<file path="src/rtl/fphub_add_special_pipe.sv">
// -----------------------------------------------------------------------------
// fphub_add_special_pipe
//
// Pipelined special-case resolver for the FPHUB adder. It runs alongside the
// adder datapath: it classifies both operands (after applying the subtract
// sign flip to Y), resolves infinities and zeros, and tells the downstream mux
// whether its result overrides the adder output. Saturating event counters
// track how many delivered results were special and how many were NaN.
//
// Ports
//   clk, rst        clock, synchronous active-high reset
//   in_valid/ready  operand handshake (in_ready = out_ready | ~out_valid)
//   op_sub          0: X+Y, 1: X-Y
//   X, Y            operands {sign, exp[E], mant[M]}
//   out_valid/ready result handshake
//   result          special result, zero when is_special=0
//   is_special      result overrides the adder
//   is_nan          invalid operation (inf - inf)
//   cnt_clr         synchronous clear of both counters
//   special_count   delivered results with is_special=1 (saturating)
//   nan_count       delivered results with is_nan=1 (saturating)
// -----------------------------------------------------------------------------
module fphub_add_special_pipe #(
  parameter int M      = 23,
  parameter int E      = 8,
  parameter int STAGES = 2,
  parameter int CNT_W  = 16
) (
  input  logic             clk,
  input  logic             rst,
  input  logic             in_valid,
  output logic             in_ready,
  input  logic             op_sub,
  input  logic [E+M:0]     X,
  input  logic [E+M:0]     Y,
  output logic             out_valid,
  input  logic             out_ready,
  output logic [E+M:0]     result,
  output logic             is_special,
  output logic             is_nan,
  input  logic             cnt_clr,
  output logic [CNT_W-1:0] special_count,
  output logic [CNT_W-1:0] nan_count
);

  localparam int W   = E + M + 1;
  localparam int L   = STAGES - 1;
  // Operand slots sit in front of the result slot; with one stage there are
  // none, but keep a dummy slot so the arrays stay legal.
  localparam int OPS = (STAGES > 1) ? STAGES - 1 : 1;

  localparam logic [2:0] CLS_NONE   = 3'd0;
  localparam logic [2:0] CLS_INF_P  = 3'd1;
  localparam logic [2:0] CLS_INF_N  = 3'd2;
  localparam logic [2:0] CLS_ZERO_P = 3'd3;
  localparam logic [2:0] CLS_ZERO_N = 3'd4;

  localparam logic [CNT_W-1:0] CNT_MAX = {CNT_W{1'b1}};
  localparam logic [W-1:0]     POS_INF = {1'b0, {(W-1){1'b1}}};
  localparam logic [W-1:0]     NEG_INF = {W{1'b1}};

  // Only the all-ones pattern counts as infinity; exp all ones with any other
  // mantissa is an ordinary value in this format.
  function automatic logic [2:0] classify(input logic [W-1:0] v);
    if (&v[W-2:0])
      return v[W-1] ? CLS_INF_N : CLS_INF_P;
    else if (~|v[W-2:0])
      return v[W-1] ? CLS_ZERO_N : CLS_ZERO_P;
    else
      return CLS_NONE;
  endfunction

  logic [STAGES-1:0]     valid_reg;
  logic [OPS-1:0][W-1:0] x_reg;
  logic [OPS-1:0][W-1:0] y_reg;
  logic [OPS-1:0][2:0]   xc_reg;
  logic [OPS-1:0][2:0]   yc_reg;
  logic [W-1:0]          res_reg;
  logic                  spec_reg;
  logic                  nan_reg;
  logic [CNT_W-1:0]      spec_cnt_reg;
  logic [CNT_W-1:0]      nan_cnt_reg;

  logic                  advance;
  logic                  out_hs;
  logic [W-1:0]          y_prime;
  logic [2:0]            xc_in;
  logic [2:0]            yc_in;

  // Resolution operands: taken from the last operand slot, or straight from
  // the input classification when the pipe is a single stage.
  logic                  r_valid;
  logic [W-1:0]          r_x;
  logic [W-1:0]          r_y;
  logic [2:0]            r_xc;
  logic [2:0]            r_yc;

  logic [W-1:0]          res_next;
  logic                  spec_next;
  logic                  nan_next;

  assign advance  = out_ready | ~valid_reg[L];
  assign in_ready = advance;
  assign out_hs   = valid_reg[L] & out_ready;

  assign y_prime = {Y[W-1] ^ op_sub, Y[W-2:0]};
  assign xc_in   = classify(X);
  assign yc_in   = classify(y_prime);

  generate
    if (STAGES > 1) begin : g_res_src_slot
      assign r_valid = valid_reg[L-1];
      assign r_x     = x_reg[OPS-1];
      assign r_y     = y_reg[OPS-1];
      assign r_xc    = xc_reg[OPS-1];
      assign r_yc    = yc_reg[OPS-1];
    end else begin : g_res_src_input
      assign r_valid = in_valid;
      assign r_x     = X;
      assign r_y     = y_prime;
      assign r_xc    = xc_in;
      assign r_yc    = yc_in;
    end
  endgenerate

  // Priority resolution. Bubbles resolve to an all-zero result so the output
  // registers never carry stale data.
  always_comb begin
    res_next  = '0;
    spec_next = 1'b0;
    nan_next  = 1'b0;
    if (r_valid) begin
      if ((r_xc == CLS_INF_P && r_yc == CLS_INF_N) ||
          (r_xc == CLS_INF_N && r_yc == CLS_INF_P)) begin
        res_next  = POS_INF;
        spec_next = 1'b1;
        nan_next  = 1'b1;
      end else if (r_xc == CLS_INF_P || r_yc == CLS_INF_P) begin
        res_next  = POS_INF;
        spec_next = 1'b1;
      end else if (r_xc == CLS_INF_N || r_yc == CLS_INF_N) begin
        res_next  = NEG_INF;
        spec_next = 1'b1;
      end else if (r_xc == CLS_ZERO_P && r_yc == CLS_ZERO_N) begin
        res_next  = '0;
        spec_next = 1'b1;
      end else if (r_xc == CLS_ZERO_P || r_xc == CLS_ZERO_N) begin
        res_next  = r_y;
        spec_next = 1'b1;
      end else if (r_yc == CLS_ZERO_P || r_yc == CLS_ZERO_N) begin
        res_next  = r_x;
        spec_next = 1'b1;
      end
    end
  end

  // Pipeline: every slot moves together whenever the output is free.
  always_ff @(posedge clk) begin
    if (rst) begin
      valid_reg <= '0;
      x_reg     <= '0;
      y_reg     <= '0;
      xc_reg    <= '0;
      yc_reg    <= '0;
      res_reg   <= '0;
      spec_reg  <= 1'b0;
      nan_reg   <= 1'b0;
    end else if (advance) begin
      valid_reg[0] <= in_valid;
      for (int i = 1; i < STAGES; i++) begin
        valid_reg[i] <= valid_reg[i-1];
      end
      x_reg[0]  <= X;
      y_reg[0]  <= y_prime;
      xc_reg[0] <= xc_in;
      yc_reg[0] <= yc_in;
      for (int i = 1; i < OPS; i++) begin
        x_reg[i]  <= x_reg[i-1];
        y_reg[i]  <= y_reg[i-1];
        xc_reg[i] <= xc_reg[i-1];
        yc_reg[i] <= yc_reg[i-1];
      end
      res_reg  <= res_next;
      spec_reg <= spec_next;
      nan_reg  <= nan_next;
    end
  end

  // Event counters; clear takes priority over a same-cycle increment.
  always_ff @(posedge clk) begin
    if (rst || cnt_clr) begin
      spec_cnt_reg <= '0;
      nan_cnt_reg  <= '0;
    end else if (out_hs) begin
      if (spec_reg && spec_cnt_reg != CNT_MAX)
        spec_cnt_reg <= spec_cnt_reg + 1'b1;
      if (nan_reg && nan_cnt_reg != CNT_MAX)
        nan_cnt_reg <= nan_cnt_reg + 1'b1;
    end
  end

  assign out_valid     = valid_reg[L];
  assign result        = res_reg;
  assign is_special    = spec_reg;
  assign is_nan        = nan_reg;
  assign special_count = spec_cnt_reg;
  assign nan_count     = nan_cnt_reg;

endmodule

</file>
<file path="config.mk">
export PLATFORM = sky130hd
export DESIGN_NAME = fphub_add_special_pipe
export DESIGN_NICKNAME = d
export VERILOG_FILES = /design/src/rtl/fphub_add_special_pipe.sv
export SDC_FILE = /design/constraint.sdc
export NUM_CORES = 1
export LEC_CHECK = 0
export ABC_CLOCK_PERIOD_IN_PS = 1950
export CAP_MARGIN = 10
export CORE_MARGIN = 2
export CORE_UTILIZATION = 25
export CTS_CLUSTER_DIAMETER = 80
export CTS_CLUSTER_SIZE = 24
export DETAILED_ROUTE_END_ITERATION = 12
export SYNTH_ARGS = -nofsm -noshare
export SYNTH_HDL_FRONTEND = slang
export SYNTH_SLANG_ARGS = --single-unit
</file>
<file path="constraint.sdc">
create_clock -name clk -period 1.95 [get_ports clk]
set_input_delay 0.2925 -clock clk [delete_from_list [all_inputs] [get_ports clk]]
set_output_delay 0.2925 -clock clk [all_outputs]
set_load 0.01 [all_outputs]
</file>
==> metrics.csv <==
stage;metric;value;unit
route;DR iter-0 viols;423;
worst_setup_path;CP Launch Type;flip-flop;
clock_network;CTS tree;built;
worst_setup_path;Worst Path Arrival;1.55;ns
synthesis;mux cell area share after synthesis;0.324;%
synthesis;Async SR Flop Fraction;0;%
synthesis;mean area per synthesized cell;8.21;sq um
route;final wirelength;18600;um
worst_setup_path;Worst setup EP type;output pin;
clock_network;Setup Fix Bufs, Post-CTS;0;
grt;overall routing resource usage;14.3;%
clock_network;Sink Count;138;
synthesis;Syn Inst Count;753;
timing;final setup violation count;0;
grt;largest net degree at the start of global routing;62;
synthesis;leading area contributor after synthesis;dfxtp_1;
timing;top achievable clock speed;0.543;GHz
die;Rows;57;
timing;Setup TNS;0;ns
synthesis;Unique masters post-synth;58;
power_and_ir_drop;PwrDens;786;nW/um^2
die;die area;26000;sq um
cells_and_area;Final Net Count;1005;
cells_and_area;Final Instance Area;8980;sq um
cells_and_area;commonest non-fill, non-tap cells in the layout;nand2_1, dfxtp_1, clkdlybuf4s50_1;
grt;vias in the first global route;5680;
worst_setup_path;R2R setup slack;0.13;ns
synthesis;Synth Cell Area;6180;sq um
clock_network;Skew-Pair Late Insertion Delay;0.42;ns
timing;RSZ-0062 raised after global routing;no;
cells_and_area;Layout area overhead;45.3;%
clock_network;Max Root-Sink Buffers;2;
synthesis;number of synthesized flops with an enable pin;0;
synthesis;Most used DFF post-synth;dfxtp_1;
clock_network;clock-pin slew on the worst setup and hold paths;0.06;ns
timing;Max Slew Vio Count;0;
power_and_ir_drop;VDD IR max;0.000517;V
route;1st-pass router iterations;4;
die;Die Ht;161;um
synthesis;adder-cell share of the synthesized area;0.405;%
die;core area;24300;sq um
clock_network;htree depth;4;
die;IO Pins;138;
placed_design;Placed Area;8350;sq um
synthesis;Mapped Nets;825;
cells_and_area;commonest non-fill, non-tap cell in the layout;nand2_1;
grt;first-pass GRT wire length;29700;um
route;average wire per standard cell;14.6;um
timing;Slew HR;58.6;%
synthesis;sequential share of the synthesized area;44.7;%
placed_design;routability cong.;0.784;
route;Final ANT Viol Nets;0;
synthesis;Area contributors post-synth;dfxtp_1, nand2_1, a41oi_2;
worst_setup_path;Crit Path Max Fanout;5;
route;total number of vias;6007;
worst_setup_path;CP Class;flip-flop to output pin;
power_and_ir_drop;P_leak;3.05;nW
cells_and_area;share of cells above drive strength 1;15.3;%
synthesis;main combinational cell family by area after synthesis;simple AND/OR/NAND/NOR gates;
clock_network;clock root buffer;clkbuf_16;
synthesis;Synth Area in XOR/XNOR;3.54;%
synthesis;flops & latches, synth;138;
synthesis;Yosys warning count;0;
route;Residual DRC;0;
die;Starting Density;25.4;%
synthesis;Synth Area in Simple Gates;28.9;%
timing;Hold Slack;0.105;ns
synthesis;Synth Area in Compound Gates;18.7;%
cells_and_area;# diodes;0;
timing;worst-margin pin slew;0.621;ns
timing;Tmin final;1.84;ns
route;vias per cell;4.73;
timing;Fin. Hold Viols;0;
clock_network;TritonCTS buffer count;17;
placed_design;DP HPWL;13300;um
cells_and_area;Final Util;36.9;%
flow_run;Max Cap Violations;0;
min_path;worst hold path type;input port to flip-flop;
synthesis;share of the synthesized area in the top cell type;44.7;%
placed_design;buffers added on ports;137;
worst_setup_path;CP Data Required Time;1.66;ns
timing;post-route worst setup slack;0.108;ns
die;die width;161;um
grt;gr ovfl total;0;
grt;initial antenna violation count;0;
placed_design;dpl ws;-0.189;ns
run_status;status;finished clean;
timing;clk_skew;0.0116;ns
timing;period utilization;94.5;%
## final timing paths
kind / startpoint / end / cells past startpoint
worst max-delay path: valid_reg[1] / in_ready / 4
worst min-delay path: rst / result[31] / 2
worst max register to register: nan_count[8] / nan_count[1] / 6
worst min register to register: r_y[20] / r_y[20] / 2
## report_power, final
part	switching (mW)	leakage, nW	total [mW]	internal (mW)
registers	0.0556	1.13	2.97	2.92
clock network	1.45	0.318	3.55	2.10
logic	0.271	1.60	0.545	0.274
## what timing repair did
action                     CTS  global route
hold buffers                 0             0
setup endpoints to repair    1             0
resized for setup            1             0
## routing by layer
| metal | vias up | share of wire [%] | GRT usage [%] |
|---|---|---|---|
| li1 | 3012 | - | - |
| met1 | 2839 | 49 | 19.4 |
| met2 | 140 | 45 | 22.8 |
| met3 | 16 | 5.2 | 3.70 |
| met4 | 0 | 1.1 | 3.61 |
| met5 | - | 0 | 0 |
## stage by stage
| step | power, mW | cells |
|---|---|---|
| after floorplan | 3.24 | 753 |
| after global placement | 3.57 | 1238 |
| after detailed placement | 3.58 | 1238 |
| after CTS | 7.13 | 1270 |
| after global routing | 7.35 | 1270 |
| final | 7.06 | 1270 |
## layout make-up
type / instances / area, sq um
Clock buffer: 17 / 425
Inverter: 4 / 15.0
Clock inverter: 15 / 215
Sequential cell: 138 / 2760
Fill cell: 2469 / 15300
Tap cell: 324 / 405
Timing Repair Buffer: 206 / 1940
Multi-Input combinational cell: 566 / 3230
## worst max-delay path, cell delays in order, from the launching register on
cell           delay (ns)
dfxtp_1              0.43
nor2b_4              0.22
inv_2                0.05
buf_4                0.14
dlygate4sd2_1        0.31
## synthesized netlist by cell type, types with 2 or more instances
master / number
nand2_1: 241
dfxtp_1: 138
a21oi_1: 81
nor2_1: 43
clkbuf_1: 34
a41oi_2: 30
nand4_1: 27
nor4_1: 26
xnor2_1: 23
nand3_1: 10
nor3_1: 10
buf_2: 7
or3_1: 6
o21ai_1: 5
a211oi_1: 4
and3_1: 4
and4_1: 4
nand3b_1: 4
a31oi_1: 3
buf_6: 3
inv_1: 3
nand2b_1: 3
and2_1: 2
ha_1: 2
mux2i_1: 2
nor2b_1: 2
nor4b_1: 2
o221ai_1: 2
o31ai_1: 2
xor2_1: 2
## kinds of logic after synthesis
| logic type | count (synthesis) |
|---|---|
| and+or+nand+nor | 394 |
| AOI/OAI and AO/OA | 143 |
| DFF | 138 |
| buffers and inverters | 49 |
| xor gates and xnor gates | 25 |
| muxes | 2 |
| adders and majority gates | 2 |
(Power assumes the default switching activity.)
